$ cat src/rtl/fetch_pkg.sv
// Shared definitions for the instruction-fetch stage.
//   fetch_state_t    : fetch FSM states
//   NOP_INSTR        : bubble instruction (addi x0, x0, 0)
//   RESET_PC_DEFAULT : default fetch address after reset
package fetch_pkg;

    typedef enum logic [1:0] {
        S_REQ  = 2'd0,  // presenting a request to instruction memory
        S_WAIT = 2'd1,  // request accepted, waiting for read data
        S_HOLD = 2'd2,  // data returned while Decode stalled; parked in BufF
        S_DROP = 2'd3   // redirect arrived before data; discard the stale response
    } fetch_state_t;

    localparam logic [31:0] NOP_INSTR        = 32'h0000_0013;
    localparam logic [31:0] RESET_PC_DEFAULT = 32'h0000_0000;

endpackage

$ cat src/rtl/pipeline_fd.sv
// IF/ID pipeline register.
// Ports:
//   clk, reset (async, active-low)
//   flush    : load a bubble (highest priority)
//   stall    : hold current contents
//   load     : capture instr/pc/pc_plus4 as a valid instruction
//   instr, pc, pc_plus4 : data to capture on load
//   instr_d, pc_d, pc_plus4_d, valid_d : register contents seen by Decode
// With none of flush/stall/load asserted a bubble is loaded. A bubble
// replaces the instruction with a NOP and clears valid_d but keeps the PC
// fields, so Decode always sees the PC of the last real instruction.
module pipeline_fd
    import fetch_pkg::*;
(
    input  logic        clk,
    input  logic        reset,
    input  logic        flush,
    input  logic        stall,
    input  logic        load,
    input  logic [31:0] instr,
    input  logic [31:0] pc,
    input  logic [31:0] pc_plus4,
    output logic [31:0] instr_d,
    output logic [31:0] pc_d,
    output logic [31:0] pc_plus4_d,
    output logic        valid_d
);

    always_ff @(posedge clk or negedge reset) begin
        if (!reset) begin
            instr_d    <= NOP_INSTR;
            pc_d       <= 32'd0;
            pc_plus4_d <= 32'd0;
            valid_d    <= 1'b0;
        end else if (flush) begin
            instr_d <= NOP_INSTR;
            valid_d <= 1'b0;
        end else if (stall) begin
            instr_d    <= instr_d;
            pc_d       <= pc_d;
            pc_plus4_d <= pc_plus4_d;
            valid_d    <= valid_d;
        end else if (load) begin
            instr_d    <= instr;
            pc_d       <= pc;
            pc_plus4_d <= pc_plus4;
            valid_d    <= 1'b1;
        end else begin
            instr_d <= NOP_INSTR;
            valid_d <= 1'b0;
        end
    end

endmodule

$ cat src/rtl/fetch_stage.sv
// Instruction-fetch stage with IF/ID register for the pipelined RV32 core.
// Owns the fetch PC, issues one outstanding request at a time to
// instruction memory (req/ready, then rvalid), handles redirects from
// Execute and feeds Decode.
// Ports:
//   clk, reset (async, active-low)
//   StallD, FlushD         : hazard unit controls for IF/ID
//   PCSrcE, PCTargetE      : redirect request and target from Execute
//   ImemReq, ImemAddr      : request valid / address (address is always PCF)
//   ImemReady              : memory accepts the request this cycle
//   ImemRvalid, ImemRdata  : read response
//   InstrD, PCD, PCPlus4D, ValidD : IF/ID contents
//   opD, funct3D, funct7b5D: instruction fields for the controller
module fetch_stage
    import fetch_pkg::*;
#(
    parameter logic [31:0] RESET_PC = RESET_PC_DEFAULT
) (
    input  logic        clk,
    input  logic        reset,
    input  logic        StallD,
    input  logic        FlushD,
    input  logic        PCSrcE,
    input  logic [31:0] PCTargetE,
    output logic        ImemReq,
    output logic [31:0] ImemAddr,
    input  logic        ImemReady,
    input  logic        ImemRvalid,
    input  logic [31:0] ImemRdata,
    output logic [31:0] InstrD,
    output logic [31:0] PCD,
    output logic [31:0] PCPlus4D,
    output logic        ValidD,
    output logic [6:0]  opD,
    output logic [2:0]  funct3D,
    output logic        funct7b5D
);

    fetch_state_t state_reg, state_next;
    logic [31:0]  pcf_reg, pcf_next;
    logic [31:0]  buf_reg, buf_next;

    logic         deliver;
    logic [31:0]  deliver_data;
    logic [31:0]  pcf_plus4;
    logic [31:0]  redirect_pc;

    assign pcf_plus4   = pcf_reg + 32'd4;
    // Instructions are word aligned; drop any low bits of the target.
    assign redirect_pc = {PCTargetE[31:2], 2'b00};

    always_ff @(posedge clk or negedge reset) begin
        if (!reset) begin
            state_reg <= S_REQ;
            pcf_reg   <= RESET_PC;
            buf_reg   <= NOP_INSTR;
        end else begin
            state_reg <= state_next;
            pcf_reg   <= pcf_next;
            buf_reg   <= buf_next;
        end
    end

    always_comb begin
        state_next   = state_reg;
        pcf_next     = pcf_reg;
        buf_next     = buf_reg;
        deliver      = 1'b0;
        deliver_data = buf_reg;

        unique case (state_reg)
            S_REQ: begin
                if (PCSrcE) begin
                    pcf_next = redirect_pc;
                end else if (ImemReady) begin
                    state_next = S_WAIT;
                end
            end
            S_WAIT: begin
                if (PCSrcE) begin
                    pcf_next   = redirect_pc;
                    // Data already here can simply be ignored; otherwise the
                    // response is still in flight and must be swallowed later.
                    state_next = ImemRvalid ? S_REQ : S_DROP;
                end else if (ImemRvalid) begin
                    if (!StallD) begin
                        deliver      = 1'b1;
                        deliver_data = ImemRdata;
                        pcf_next     = pcf_plus4;
                        state_next   = S_REQ;
                    end else begin
                        buf_next   = ImemRdata;
                        state_next = S_HOLD;
                    end
                end
            end
            S_HOLD: begin
                if (PCSrcE) begin
                    pcf_next   = redirect_pc;
                    state_next = S_REQ;
                end else if (!StallD) begin
                    deliver      = 1'b1;
                    deliver_data = buf_reg;
                    pcf_next     = pcf_plus4;
                    state_next   = S_REQ;
                end
            end
            S_DROP: begin
                if (PCSrcE) begin
                    pcf_next = redirect_pc;
                end
                if (ImemRvalid) begin
                    state_next = S_REQ;
                end
            end
            default: begin
                state_next = S_REQ;
            end
        endcase
    end

    // Gating with reset keeps the request low while reset is held, even
    // though the state register already reads S_REQ.
    assign ImemReq  = reset && (state_reg == S_REQ) && !PCSrcE;
    assign ImemAddr = pcf_reg;

    // FlushD during a delivery still lets the FSM consume the data and
    // advance PCF above; only the IF/ID register takes the bubble.
    pipeline_fd u_pipeline_fd (
        .clk        (clk),
        .reset      (reset),
        .flush      (FlushD),
        .stall      (StallD),
        .load       (deliver),
        .instr      (deliver_data),
        .pc         (pcf_reg),
        .pc_plus4   (pcf_plus4),
        .instr_d    (InstrD),
        .pc_d       (PCD),
        .pc_plus4_d (PCPlus4D),
        .valid_d    (ValidD)
    );

    assign opD       = InstrD[6:0];
    assign funct3D   = InstrD[14:12];
    assign funct7b5D = InstrD[30];

endmodule

$ cat config.mk
export PLATFORM = sky130hd
export DESIGN_NAME = fetch_stage
export DESIGN_NICKNAME = d
export VERILOG_FILES = /design/src/rtl/fetch_pkg.sv /design/src/rtl/pipeline_fd.sv /design/src/rtl/fetch_stage.sv
export SDC_FILE = /design/constraint.sdc
export NUM_CORES = 1
export LEC_CHECK = 0
export CORE_MARGIN = 3
export CORE_UTILIZATION = 57
export DETAILED_ROUTE_END_ITERATION = 8
export DONT_BUFFER_PORTS = 1
export PLACE_DENSITY = 0.75
export SLEW_MARGIN = 10
export SYNTH_ARGS = -nofsm -noshare
export SYNTH_HDL_FRONTEND = slang
export SYNTH_SLANG_ARGS = --single-unit
$ cat constraint.sdc
create_clock -name clk -period 2.08 [get_ports clk]
set_input_delay 0.416 -clock clk [delete_from_list [all_inputs] [get_ports clk]]
set_output_delay 0.416 -clock clk [all_outputs]
set_load 0.03 [all_outputs]
==> metrics.md <==
| Metric | Value |
|---|---|
| Status | complete, but fails checks |
| Failing checks | negative hold slack |
| Ys flop type | dfrtp_1 |
| Combinational fraction of design power | 33.6% |
| Dpl hpwl | between 10000 and 15000 µm |
| Design area | approximately 8400 µm² |
| Layout area overhead | 13.5% |
| First-pass GRT wire length | roughly 30000 µm |
| Remaining global-route overflow | 0 |
| Mean Syn Cell Area | slightly below 10 µm² |
| Worst Hold Class | input port to async pin |
| Min Tclk post-route | roughly 2.0 ns |
| Syn. warnings | 0 |
| FF-to-FF path depth | 7 |
| Via count | about 5500 |
| Crit. End Element | flop |
| Unrepaired setup endpoints after global routing | true |
| Mapped Cells | 748 |
| GRT Util Overall | 25.9% |
| Die W | between 100 and 150 µm |
| Number of global-route vias before repair | 5671 |
| Reg clk slew, reported paths | roughly 0.06 ns |
| Cell Area, Placed | 7780 µm² |
| Die height | around 120 µm |
| Worst-Skew Late Latency | 0.42 ns |
| Cts bufs inserted | 17 |
| ANT nets after route | 0 |
| FF-to-FF Start | state_reg[1]$_DFFE_PN0P_ |
| CTS max path bufs | 2 |
| Power density cells | about 1700 nW/µm² |
| Post-synth ARST share | 100% |
| H-tree levels | 4 |
| CP max FO | 73 |
| Max Clock Skew | about 0.015 ns |
| Final hold violation count | about 160 |
| Clock share of power | a little over a fifth |
| I/O Pins | 212 |
| DR DRC count | 0 |
| Fin. max-slew vios | 0 |
| Port Buf Inserts | 0 |
| Crit path launch type | flop |
| Relative slew slack | 60.9% |
| RR Endpoint | u_pipeline_fd.pc_plus4_d[8]$_DFFE_PN0P_ |
| Initial Util | roughly three fifths |
| Switching share of power | between 40% and 50% |
| Final worst slack | 0.0602 ns |
| CTS root buffer | clkbuf_16 |
| Synthesized area | between 7000 and 8000 µm² |
| CTS tree | yes |
| # rows | just over 40 |
| Maximum vdd drop | 820 µV |
| Commonest non-fill, non-tap cells in the layout | 183 x nand2_1, 151 x dfrtp_1, 59 x o21ai_1, 43 x buf_4, 35 x mux2i_1 |
| Pre-CTS WS | approximately 0.061 ns |
| Routability cong. | slightly below 0.8 |
| Total power | roughly 14 mW |
| # Max-Cap Violations | 0 |
| Initial antenna violation count | 0 |
| R2r setup slk | approximately 0.06 ns |
| Clock sinks | roughly 160 |
| N_diodes | 0 |
| Commonest non-fill, non-tap cell in the layout | nand2_1 |
| Leak | between 3 and 4 nW |
| Register area share after synthesis | a little over half |
| Cell variety after synth | between 40 and 50 |
| Sequential power share | about 44% |
| Net total in the final layout | 831 |
| Layout cells sized above 1 | 17.3% |
| Final WL | around 18000 µm |
| Synth Register Bits | 157 |
| Setup CP Type | flop to flop |
| Period utilization | a little over nine tenths |
| Final setup vio count | 0 |
| Worst slew pin tran | 0.586 ns |
| Via density | around 5.8 |
| Drt wl/cell | 19.3 µm |
| Arrival time worst endpoint | approximately 2.3 ns |
| Drt first pass iters | 5 |
| Core box area | 12700 µm² |
| Smallest hold slack | -0.308 ns |
| 1st-iter DRT viols | 407 |
| Cell internal pwr | between 8 and 9 mW |
| Largest net degree at the start of global routing | approximately 160 |
| Switching Power | between 6 and 7 mW |
| Fmax | roughly 500 MHz |
| Number of synthesized flops with an enable pin | 0 |
| Die ar. | approximately 14000 µm² |
| CP Data Required Time | roughly 2.4 ns |
-- layer usage --
metal,global-route usage (%),up-vias,part of all wire [%]
li1,-,2558,-
met1,31.7,2723,39
met2,42.1,189,50
met3,9.66,12,9.5
met4,9.59,0,0.88
met5,0,-,0
-- synth_stat cells, drive strengths merged, types with 4 or more instances --
library cell	instances	area, µm²
buf	35	215
dfrtp	151	3780
mux2	32	360
mux2i	35	350
inv	6	22.5
ha	6	75.1
nor2	24	90.1
a2bb2oi	9	78.8
nand3	15	80.1
a21oi	31	155
a22oi	5	37.5
xor2	17	149
dfstp	6	158
clkbuf	33	124
nand4	15	115
nand2	183	687
xnor2	11	96.3
o22ai	11	68.8
and3	7	43.8
nor4	4	46.3
o21ai	71	355
or4	4	30.0
or3	5	31.3
-- metrics by stage --
step           cells  util (%)  TNS (ns)  hold slack (ns)
2_1_floorplan    753         -         0            0.120
3_3_place_gp     905      61.4         0            0.125
3_5_place_dp     905      61.4         0            0.125
4_1_cts          937      66.2         0           -0.327
5_1_grt          939      66.4    -0.459           -0.329
6_report         939      66.4         0           -0.308
-- worst max path at each step --
stage                     cells past startpoint                     start                                       end
final                                         7  state_reg[1]$_DFFE_PN0P_   u_pipeline_fd.pc_plus4_d[8]$_DFFE_PN0P_
after global routing                          7  state_reg[1]$_DFFE_PN0P_  u_pipeline_fd.pc_plus4_d[14]$_DFFE_PN0P_
after CTS                                     6  state_reg[1]$_DFFE_PN0P_      u_pipeline_fd.instr_d[2]$_DFFE_PN0P_
after detailed placement                      6  state_reg[1]$_DFFE_PN0P_      u_pipeline_fd.instr_d[2]$_DFFE_PN0P_
after global placement                        7  state_reg[1]$_DFFE_PN0P_  u_pipeline_fd.pc_plus4_d[11]$_DFFE_PN0P_
after floorplan                              10  state_reg[0]$_DFFE_PN0P_        u_pipeline_fd.pc_d[24]$_DFFE_PN0P_
-- timing repair --
item,4_1_cts,5_1_grt
endpoints found under the setup margin,0,47
resized for setup,0,2
hold endpoints to repair,157,157
setup buffers,0,2
-- power groups by stage --
stage	logic, mW	registers, mW	clock network (mW)
floorplan	2.88	6.89	0
global placement	4.61	6.41	0
detailed placement	4.81	6.48	0
CTS	4.82	6.43	3.24
global route	5.35	6.57	3.39
finish	4.85	6.42	3.18
-- logic make-up after synthesis --
| group | synth area share [%] |
|---|---|
| AND/OR/NAND/NOR | 16.7 |
| flip-flops | 53.1 |
| buffers and inverters | 4.88 |
| multiplexers | 9.59 |
| adder cells (fa/ha/maj) | 1.01 |
| other | 0.0506 |
| XOR/XNOR | 3.31 |
| AO/OA/AOI/OAI | 11.3 |
-- final cells by class --
| class | instances | area (µm²) |
|---|---|---|
| fill | 1016 | 4260 |
| sequential | 157 | 3940 |
| multi-input combinational | 522 | 3160 |
| clock buffer | 21 | 470 |
| timing repair buffer | 50 | 463 |
| tap | 172 | 215 |
| clock inverter | 11 | 139 |
| inverter | 6 | 22.5 |
-- critical path, cell delays in order (launching register included) --
cell and delay [ns]:
dfrtp_1 0.39, inv_1 0.11, ha_1 0.33, nand2b_1 0.08
or4_4 0.53, buf_12 0.21, nand2_1 0.12, o21ai_1 0.07
Note: power is estimated with default switching activity, not from simulation.
